[config.mk]
export PLATFORM = sky130hd
export DESIGN_NAME = rr_arbiter8
export DESIGN_NICKNAME = d
export VERILOG_FILES = /design/src/rtl/rr_arbiter8_pkg.sv /design/src/rtl/decoder38_12_base.sv /design/src/rtl/rr_arbiter8.sv
export SDC_FILE = /design/constraint.sdc
export NUM_CORES = 1
export LEC_CHECK = 0
export CORE_MARGIN = 2
export CORE_UTILIZATION = 40
export CTS_CLUSTER_SIZE = 30
export DETAILED_ROUTE_END_ITERATION = 16
export GPL_ROUTABILITY_DRIVEN = 0
export HOLD_SLACK_MARGIN = 0.03
export PLACE_DENSITY = 0.62
export SYNTH_ARGS = -nofsm -noshare
export SYNTH_HDL_FRONTEND = slang
export SYNTH_SLANG_ARGS = --single-unit
[constraint.sdc]
create_clock -name i_clk -period 4.9 [get_ports i_clk]
set_input_delay 0.735 -clock i_clk [delete_from_list [all_inputs] [get_ports i_clk]]
set_output_delay 0.735 -clock i_clk [all_outputs]
set_load 0.02 [all_outputs]
[src/rtl/rr_arbiter8_pkg.sv]
// Shared constants and state type for the 8-way round-robin arbiter.
package rr_arbiter8_pkg;

  localparam int         N_REQ    = 8;
  localparam int         SEL_W    = 3;
  localparam logic [7:0] GNT_NONE = 8'hFF;

  localparam logic ST_IDLE  = 1'b0;
  localparam logic ST_GRANT = 1'b1;

  typedef enum logic {
    S_IDLE  = ST_IDLE,
    S_GRANT = ST_GRANT
  } state_t;

endpackage

[src/rtl/decoder38_12_base.sv]
// Combinational 3-to-8 decoder with active-low one-hot output.
module decoder38_12_base (
  input  logic [2:0] a_i,
  output logic [7:0] y_n_o
);

  always_comb begin
    y_n_o      = 8'hFF;
    y_n_o[a_i] = 1'b0;
  end

endmodule

[src/rtl/rr_arbiter8.sv]
// Round-robin arbiter for eight requesters with bounded hold time.
// Registered select/grant; one idle cycle separates every pair of grants.
module rr_arbiter8
  import rr_arbiter8_pkg::*;
#(
  parameter int HOLD_MAX = 16
) (
  input  logic             i_clk,
  input  logic             i_rst_n,
  input  logic [N_REQ-1:0] i_req,
  input  logic             i_done,
  output logic [SEL_W-1:0] o_sel,
  output logic [N_REQ-1:0] o_gnt_n,
  output logic             o_busy,
  output logic             o_preempt
);

  localparam int             HCW       = (HOLD_MAX > 1) ? $clog2(HOLD_MAX) : 1;
  localparam logic [HCW-1:0] HOLD_LAST = HCW'(HOLD_MAX - 1);

  state_t           state_q;
  logic [SEL_W-1:0] ptr_q;
  logic [HCW-1:0]   hold_q;
  logic [SEL_W-1:0] sel_q;
  logic [N_REQ-1:0] gnt_n_q;
  logic             busy_q;
  logic             preempt_q;

  logic [SEL_W-1:0] win_d;
  logic [N_REQ-1:0] gnt_n_d;
  logic             rel;

  // Rotate so ptr lands at bit 0, take the lowest set bit, rotate back.
  function automatic logic [SEL_W-1:0] rr_pick(input logic [N_REQ-1:0] req,
                                               input logic [SEL_W-1:0] ptr);
    logic [2*N_REQ-1:0] dbl;
    logic [N_REQ-1:0]   rot;
    logic [SEL_W-1:0]   idx;
    dbl = {req, req} >> ptr;
    rot = dbl[N_REQ-1:0];
    idx = '0;
    for (int k = N_REQ - 1; k >= 0; k--) begin
      if (rot[k]) idx = SEL_W'(k);
    end
    return idx + ptr;
  endfunction

  assign win_d = rr_pick(i_req, ptr_q);
  assign rel   = i_done | ~i_req[sel_q] | (hold_q == HOLD_LAST);

  decoder38_12_base u_dec (
    .a_i   (win_d),
    .y_n_o (gnt_n_d)
  );

  always_ff @(posedge i_clk or negedge i_rst_n) begin
    if (!i_rst_n) begin
      state_q   <= S_IDLE;
      ptr_q     <= '0;
      hold_q    <= '0;
      sel_q     <= '0;
      gnt_n_q   <= GNT_NONE;
      busy_q    <= 1'b0;
      preempt_q <= 1'b0;
    end else begin
      case (state_q)
        S_IDLE: begin
          preempt_q <= 1'b0;
          if (|i_req) begin
            sel_q   <= win_d;
            gnt_n_q <= gnt_n_d;
            busy_q  <= 1'b1;
            ptr_q   <= win_d + SEL_W'(1);
            hold_q  <= '0;
            state_q <= S_GRANT;
          end
        end
        S_GRANT: begin
          if (rel) begin
            state_q   <= S_IDLE;
            gnt_n_q   <= GNT_NONE;
            busy_q    <= 1'b0;
            hold_q    <= '0;
            // Only a forced end of a still-wanted grant counts as preemption.
            preempt_q <= ~i_done & i_req[sel_q];
          end else begin
            hold_q    <= hold_q + HCW'(1);
            preempt_q <= 1'b0;
          end
        end
        default: state_q <= S_IDLE;
      endcase
    end
  end

  assign o_sel     = sel_q;
  assign o_gnt_n   = gnt_n_q;
  assign o_busy    = busy_q;
  assign o_preempt = preempt_q;

endmodule

Word-level counts from Yosys, hierarchy flattened
Index checks and enable logic that the tools add are counted.
- $mul: 0
- bitwise operators: 7
- muxes and demuxes: 26
- $add $sub $neg: 3
- shift operators: 1
- order comparisons: 3
- divide/modulo/power cells: 0
- eq/ne operators: 3
- reductions and logical operators: 4
- operators by type and width (operator ; count):
    $mux W3 ; 8
    $mux W8 ; 2
    $pmux W8 S2 ; 1
    $shr A16 B3 Y8 ; 1
    $lt A3 B4 Y1 const B ; 2
    $mux W4 ; 2
    $not A8 Y8 ; 1
    $pmux W4 S2 ; 1
    $reduce_or A8 Y1 ; 1
    $mux W1 ; 7
    $pmux W1 S2 ; 3
    $add A4 B1 Y4 const B ; 1
    $eq A4 B4 Y1 const B ; 1
    $reduce_and A2 Y1 ; 2
    $add A3 B1 Y3 const B ; 1
    $add A3 B3 Y3 ; 1
    $bmux W1 S3 ; 1
    $demux W1 S3 ; 1
    $ge A3 B1 Y1 const B ; 1
    $not A1 Y1 ; 3
    $ne A2 B1 Y1 const B ; 1
    $ne A2 B2 Y1 const B ; 1
    $or A1 B1 Y1 ; 2
    $and A1 B1 Y1 ; 1
    $logic_and A1 B1 Y1 ; 1
- ROM bits: 0
- logic and storage cells: 54
- memories kept: 0
- bits in latches: 0
- RAM bits: 0
- output and inout port bits: 13
- input bits: 11
- bits in registers: 21

Depth between registers and ports, before layout
Gate-level depths: netlist of the first run.
- depth in word-level cells: 17
- depth in mapped cells: 15
- depth with buffers taken out: 13

Hierarchy
From an unflattened synthesis of the first run, not the netlist that was laid out.
- cells, all modules: 178
- area, all modules: 1597.8 sq um
- by module, submodules not included (module ; times used ; cells an instance ; sequential area each (sq um) ; area each (sq um)):
    rr_arbiter8 ; 1 ; 170 ; 535.5 ; 1537.7
    decoder38_12_base ; 1 ; 8 ; 0.0 ; 60.1

Worst setup path before layout of the first run
Ideal clock, no wire load.
- kind: reg2reg
- start: register ptr_q[1]
- end: register ptr_q[2]
- data required time: 4820 ps
- period minus slack after synthesis: 3736 ps
- stages on the path, launching flop included: 15
- arrival: 3656 ps
- path buffers: 2
- library setup time: 80 ps
- slack: 1164 ps
- path through: dfrtp_1 clkbuf_1 buf_1 mux4_1 inv_1 nand3_1 a31oi_1 o311ai_0 a32o_1 ha_1 fa_1 ha_1 xnor3_1 nor2_1 xnor2_1
- word-level cells in the longest chain between the ends: 11
- ends and longest elaborated chain (what ; line ; source):
    start: declaration ; rr_arbiter8.sv:22 ; logic [SEL_W-1:0] ptr_q;
    start signal: assignment ; rr_arbiter8.sv:73 ; ptr_q <= win_d + SEL_W'(1);
    $shr A16 B3 Y8 ; rr_arbiter8.sv:39 ; dbl = {req, req} >> ptr;
    $mux W3 (8 in a row) ; rr_arbiter8.sv:43 ; if (rot[k]) idx = SEL_W'(k);
    $add A3 B3 Y3 (*) ; rr_arbiter8.sv:45 ; return idx + ptr;
    net u_dec.a_i[1] ; decoder38_12_base.sv:3 ; input logic [2:0] a_i,
    $add A3 B1 Y3 (*) ; rr_arbiter8.sv:73 ;
The timed path passes the listed nets; every way through them passes the cells marked *.
A chain may end at the register's enable or synchronous reset.

Final worst setup path of the first run
- start: input i_req[7]
- end: register ptr_q[2]
- word-level cells in the longest chain between the ends: 11
- elaborated cells on any way between the ends: 13
- classes of those cells: add/sub (2); shift (1); mux (8); reduce/logical (2)
- ends and longest elaborated chain (what ; line ; source):
    start: declaration ; rr_arbiter8.sv:10 ; input logic [N_REQ-1:0] i_req,
    $shr A16 B3 Y8 (*) ; rr_arbiter8.sv:39 ;
    $mux W3 (7 in a row) ; rr_arbiter8.sv:43 ;
    $mux W3 (*) ; rr_arbiter8.sv:43 ;
    $add A3 B3 Y3 (*) ; rr_arbiter8.sv:45 ;
    net u_dec.a_i[1] ; decoder38_12_base.sv:3 ;
    $add A3 B1 Y3 (*) ; rr_arbiter8.sv:73 ;
Marks and branches as above.

==> flow_summary.yaml, run 1 <==
clock_tree:
  clk_pin_slew_ns: 0.08
  ctsRootBufferMaster: "clkbuf_8"
  hold_buffers: 0
  cts_tree: "yes"
  cts_num_sinks: 21
  post_cts_buffers: 0
  cts-resized-gates: 0
  insertion_delay_ns: 0.26
  cts-htree-levels: 1
  cts-buffers-inserted: 3
  cts_buffer_depth: 2
logic_synthesis:
  synth_seq_cells: 21
  synth_area_leaders: "dfrtp_1, dfstp_2, mux4_1"
  synthFlopType: "dfrtp_1"
  ys_types: 45
  synth_edf_count: 0
  synth_top_area_frac: 0.192
  avgSynthCellArea_um2: 10.2
  synth_area_leader_cell: "dfrtp_1"
  ys_top_cells_by_count: "nor2_1, nand2_1, dfrtp_1, o21ai_0, dfstp_2"
  synth.most_common_cell: "nor2_1"
  syn_area_mm2: 0.00170
  synth.net_count: 181
  yosysWarnings: 0
  syn_inst: 166
  synth-async-reset-ratio: 1.00
  synth_seq_area_share: 0.316
power_and_ir_drop:
  powerDensity_mw_per_mm2: 616
  peakVddDrop_uv: 337
  p_leak_nw: 0.800
placement:
  dpl.cell_count: 231
  post-place-ws_ns: 0.331
  io_buffers: 23
  place_hpwl_um: 2760
  place_area_mm2: 0.00196
run:
  maxCapViolations: 0
die:
  start_util: 0.421
  row_count: 23
  fp.dieH_um: 69.1
  coreArea_mm2: 0.00403
  dieArea_mm2: 0.00478
  ios: 24
  die_x_um: 69.1
setup_path:
  critPathMaxFanout: 8
  r2r-start: "ptr_q[1]"
  cp-start-kind: "input port"
  timing.rr.end: "ptr_q[2]"
  reg2reg_slack_ns: 0.94
  crit_path_start: "i_req[7]"
  setup.worst_path.end_class: "flop"
  ff2ff_path_depth: 13
  cp.required_ns: 5.09
  cp.arrival_ns: 4.52
  path_class: "input port to flop"
  endpoint: "ptr_q[2]"
timing:
  fmax_ghz: 0.231
  period_minus_slack_ns: 4.34
  worst_pin_slew_ns: 0.922
  hold_viol: 0
  period_share: 0.885
  max_slew_margin: 0.383
  setup_slack_ns: 0.563
  rsz0062_at_grt: "false"
  clock_skew_ns: 0.00515
  setup_violations: 0
  setup_tns_ns: 0
  holdWs_ns: 0.504
  slew_viol_final: 0
global_route:
  overflow: 0
  grtUsageTotal: 0.173
  antenna_found_initial: 0
  grt_max_degree: 22
  grt_pass1_vias: 1409
  grt_pass1_wl_um: 6830
worst_hold_path:
  hold_path.class: "flop to flop"
finish:
  area_growth_pct: 18.0
  drive_above_1_share: 0.162
  stdcell_area_mm2: 0.00200
  insertedDiodeCount: 0
  finalNonFillerCells: 235
  nets: 201
route:
  viasPerCell: 5.93
  avgRoutedWirePerCell_um: 16.2
  wirelength_um: 3810
  drc: 0
  firstDrtPassIters: 4
  ant_nets: 0
  vias: 1393
  first_iter_violations: 181
outcome:
  status: "finished, final reports clean"
metal layers:
layer	track usage	part of all wire
met1	0.224	0.44
met2	0.295	0.51
met3	0.0175	0.025
met4	0.0697	0.022
met5	0	0
final cells by class:
class                      count  area, um2
fill                         380       2030
multi-input combinational    131       1100
sequential                    21        536
timing repair buffer          23        230
tap                           50       62.6
clock buffer                   3       41.3
inverter                       6       22.5
clock inverter                 1       5.00
sequential cells by signal (all words and copies together), names as in the netlist:
name	flops
o_sel	3
o_gnt_n	8
ptr_q	3
state_q	1
hold_q	4
o_busy	1
o_preempt	1
cells by family after synthesis:
group / Yosys count / share of synthesized area
xor gates and xnor gates: 4 / 0.0332
DFF: 21 / 0.316
buffers and inverters: 14 / 0.0332
muxes: 23 / 0.251
AOI/OAI and AO/OA: 35 / 0.147
and+or+nand+nor: 65 / 0.185
adders and majority gates: 4 / 0.0339
metrics by stage:
| step | total power [W] | util |
|---|---|---|
| floorplan | 0.000947 | - |
| global route | 0.00135 | 0.497 |
| detailed placement | 0.00112 | 0.485 |
| global placement | 0.00110 | 0.485 |
| finish | 0.00123 | 0.497 |
| CTS | 0.00124 | 0.497 |
worst max-delay path: stages:
cell and delay (ns):
clkdlybuf4s50_1 0.63, or3b_2 0.48, o311a_1 0.13, o21ai_0 0.21, a311oi_1 0.12, a31oi_1 0.21, o311ai_0 0.17, a32o_1 0.25
ha_1 0.19, fa_1 0.63, ha_1 0.22, xnor3_1 0.30, nor2_1 0.12, xnor2_1 0.13
power breakdown:
group	internal, W	total (W)	switching, W
Clock	0.0000566	0.000112	0.0000553
Combinational	0.000398	0.000789	0.000391
Sequential	0.000234	0.000332	0.0000985
Total	0.000689	0.00123	0.000545
placed cells by master (no fill, tap or decap), drive strengths merged, types with 3 or more instances in the layout:
cell type      count
xnor2              3
mux4              13
nand2b             7
nor2              24
clkbuf             3
inv                6
mux2               6
a221oi             3
nand2             14
dfstp              8
dfrtp             13
nand3              4
mux2i              4
ha                 3
nor2b              7
clkdlybuf4s50     23
o21ai             13
o22a               3
worst min path at each step:
stage                  to  slack, ns  startpoint  cells past startpoint
3_5_place_dp    hold_q[3]       0.49   hold_q[3]                      1
4_1_cts        o_gnt_n[1]       0.51  o_gnt_n[1]                      2
5_1_grt         hold_q[3]       0.54   hold_q[3]                      1
6_report        hold_q[3]       0.50   hold_q[3]                      1
3_3_place_gp    hold_q[3]       0.47   hold_q[3]                      1
2_1_floorplan   hold_q[0]       0.44     i_rst_n                      0
Note: power is estimated with default switching activity, not from simulation.
==> run 2: changes to the inputs <==
--- a/config.mk
+++ b/config.mk
@@ -12,6 +12,8 @@
 export GPL_ROUTABILITY_DRIVEN = 0
 export HOLD_SLACK_MARGIN = 0.03
 export PLACE_DENSITY = 0.62
+export SLEW_MARGIN = 20
 export SYNTH_ARGS = -nofsm -noshare
 export SYNTH_HDL_FRONTEND = slang
 export SYNTH_SLANG_ARGS = --single-unit
+export TNS_END_PERCENT = 30
==> results of run 2 <==
Final layout, timing and power as in run 1 (identical DEF).
==> run 3: changes to the inputs <==
--- a/config.mk
+++ b/config.mk
@@ -10,7 +10,6 @@
 export CTS_CLUSTER_SIZE = 30
 export DETAILED_ROUTE_END_ITERATION = 16
 export GPL_ROUTABILITY_DRIVEN = 0
-export HOLD_SLACK_MARGIN = 0.03
 export PLACE_DENSITY = 0.62
 export SLEW_MARGIN = 20
 export SYNTH_ARGS = -nofsm -noshare
==> results of run 3 <==
Final layout, timing and power as in run 1 (identical DEF).
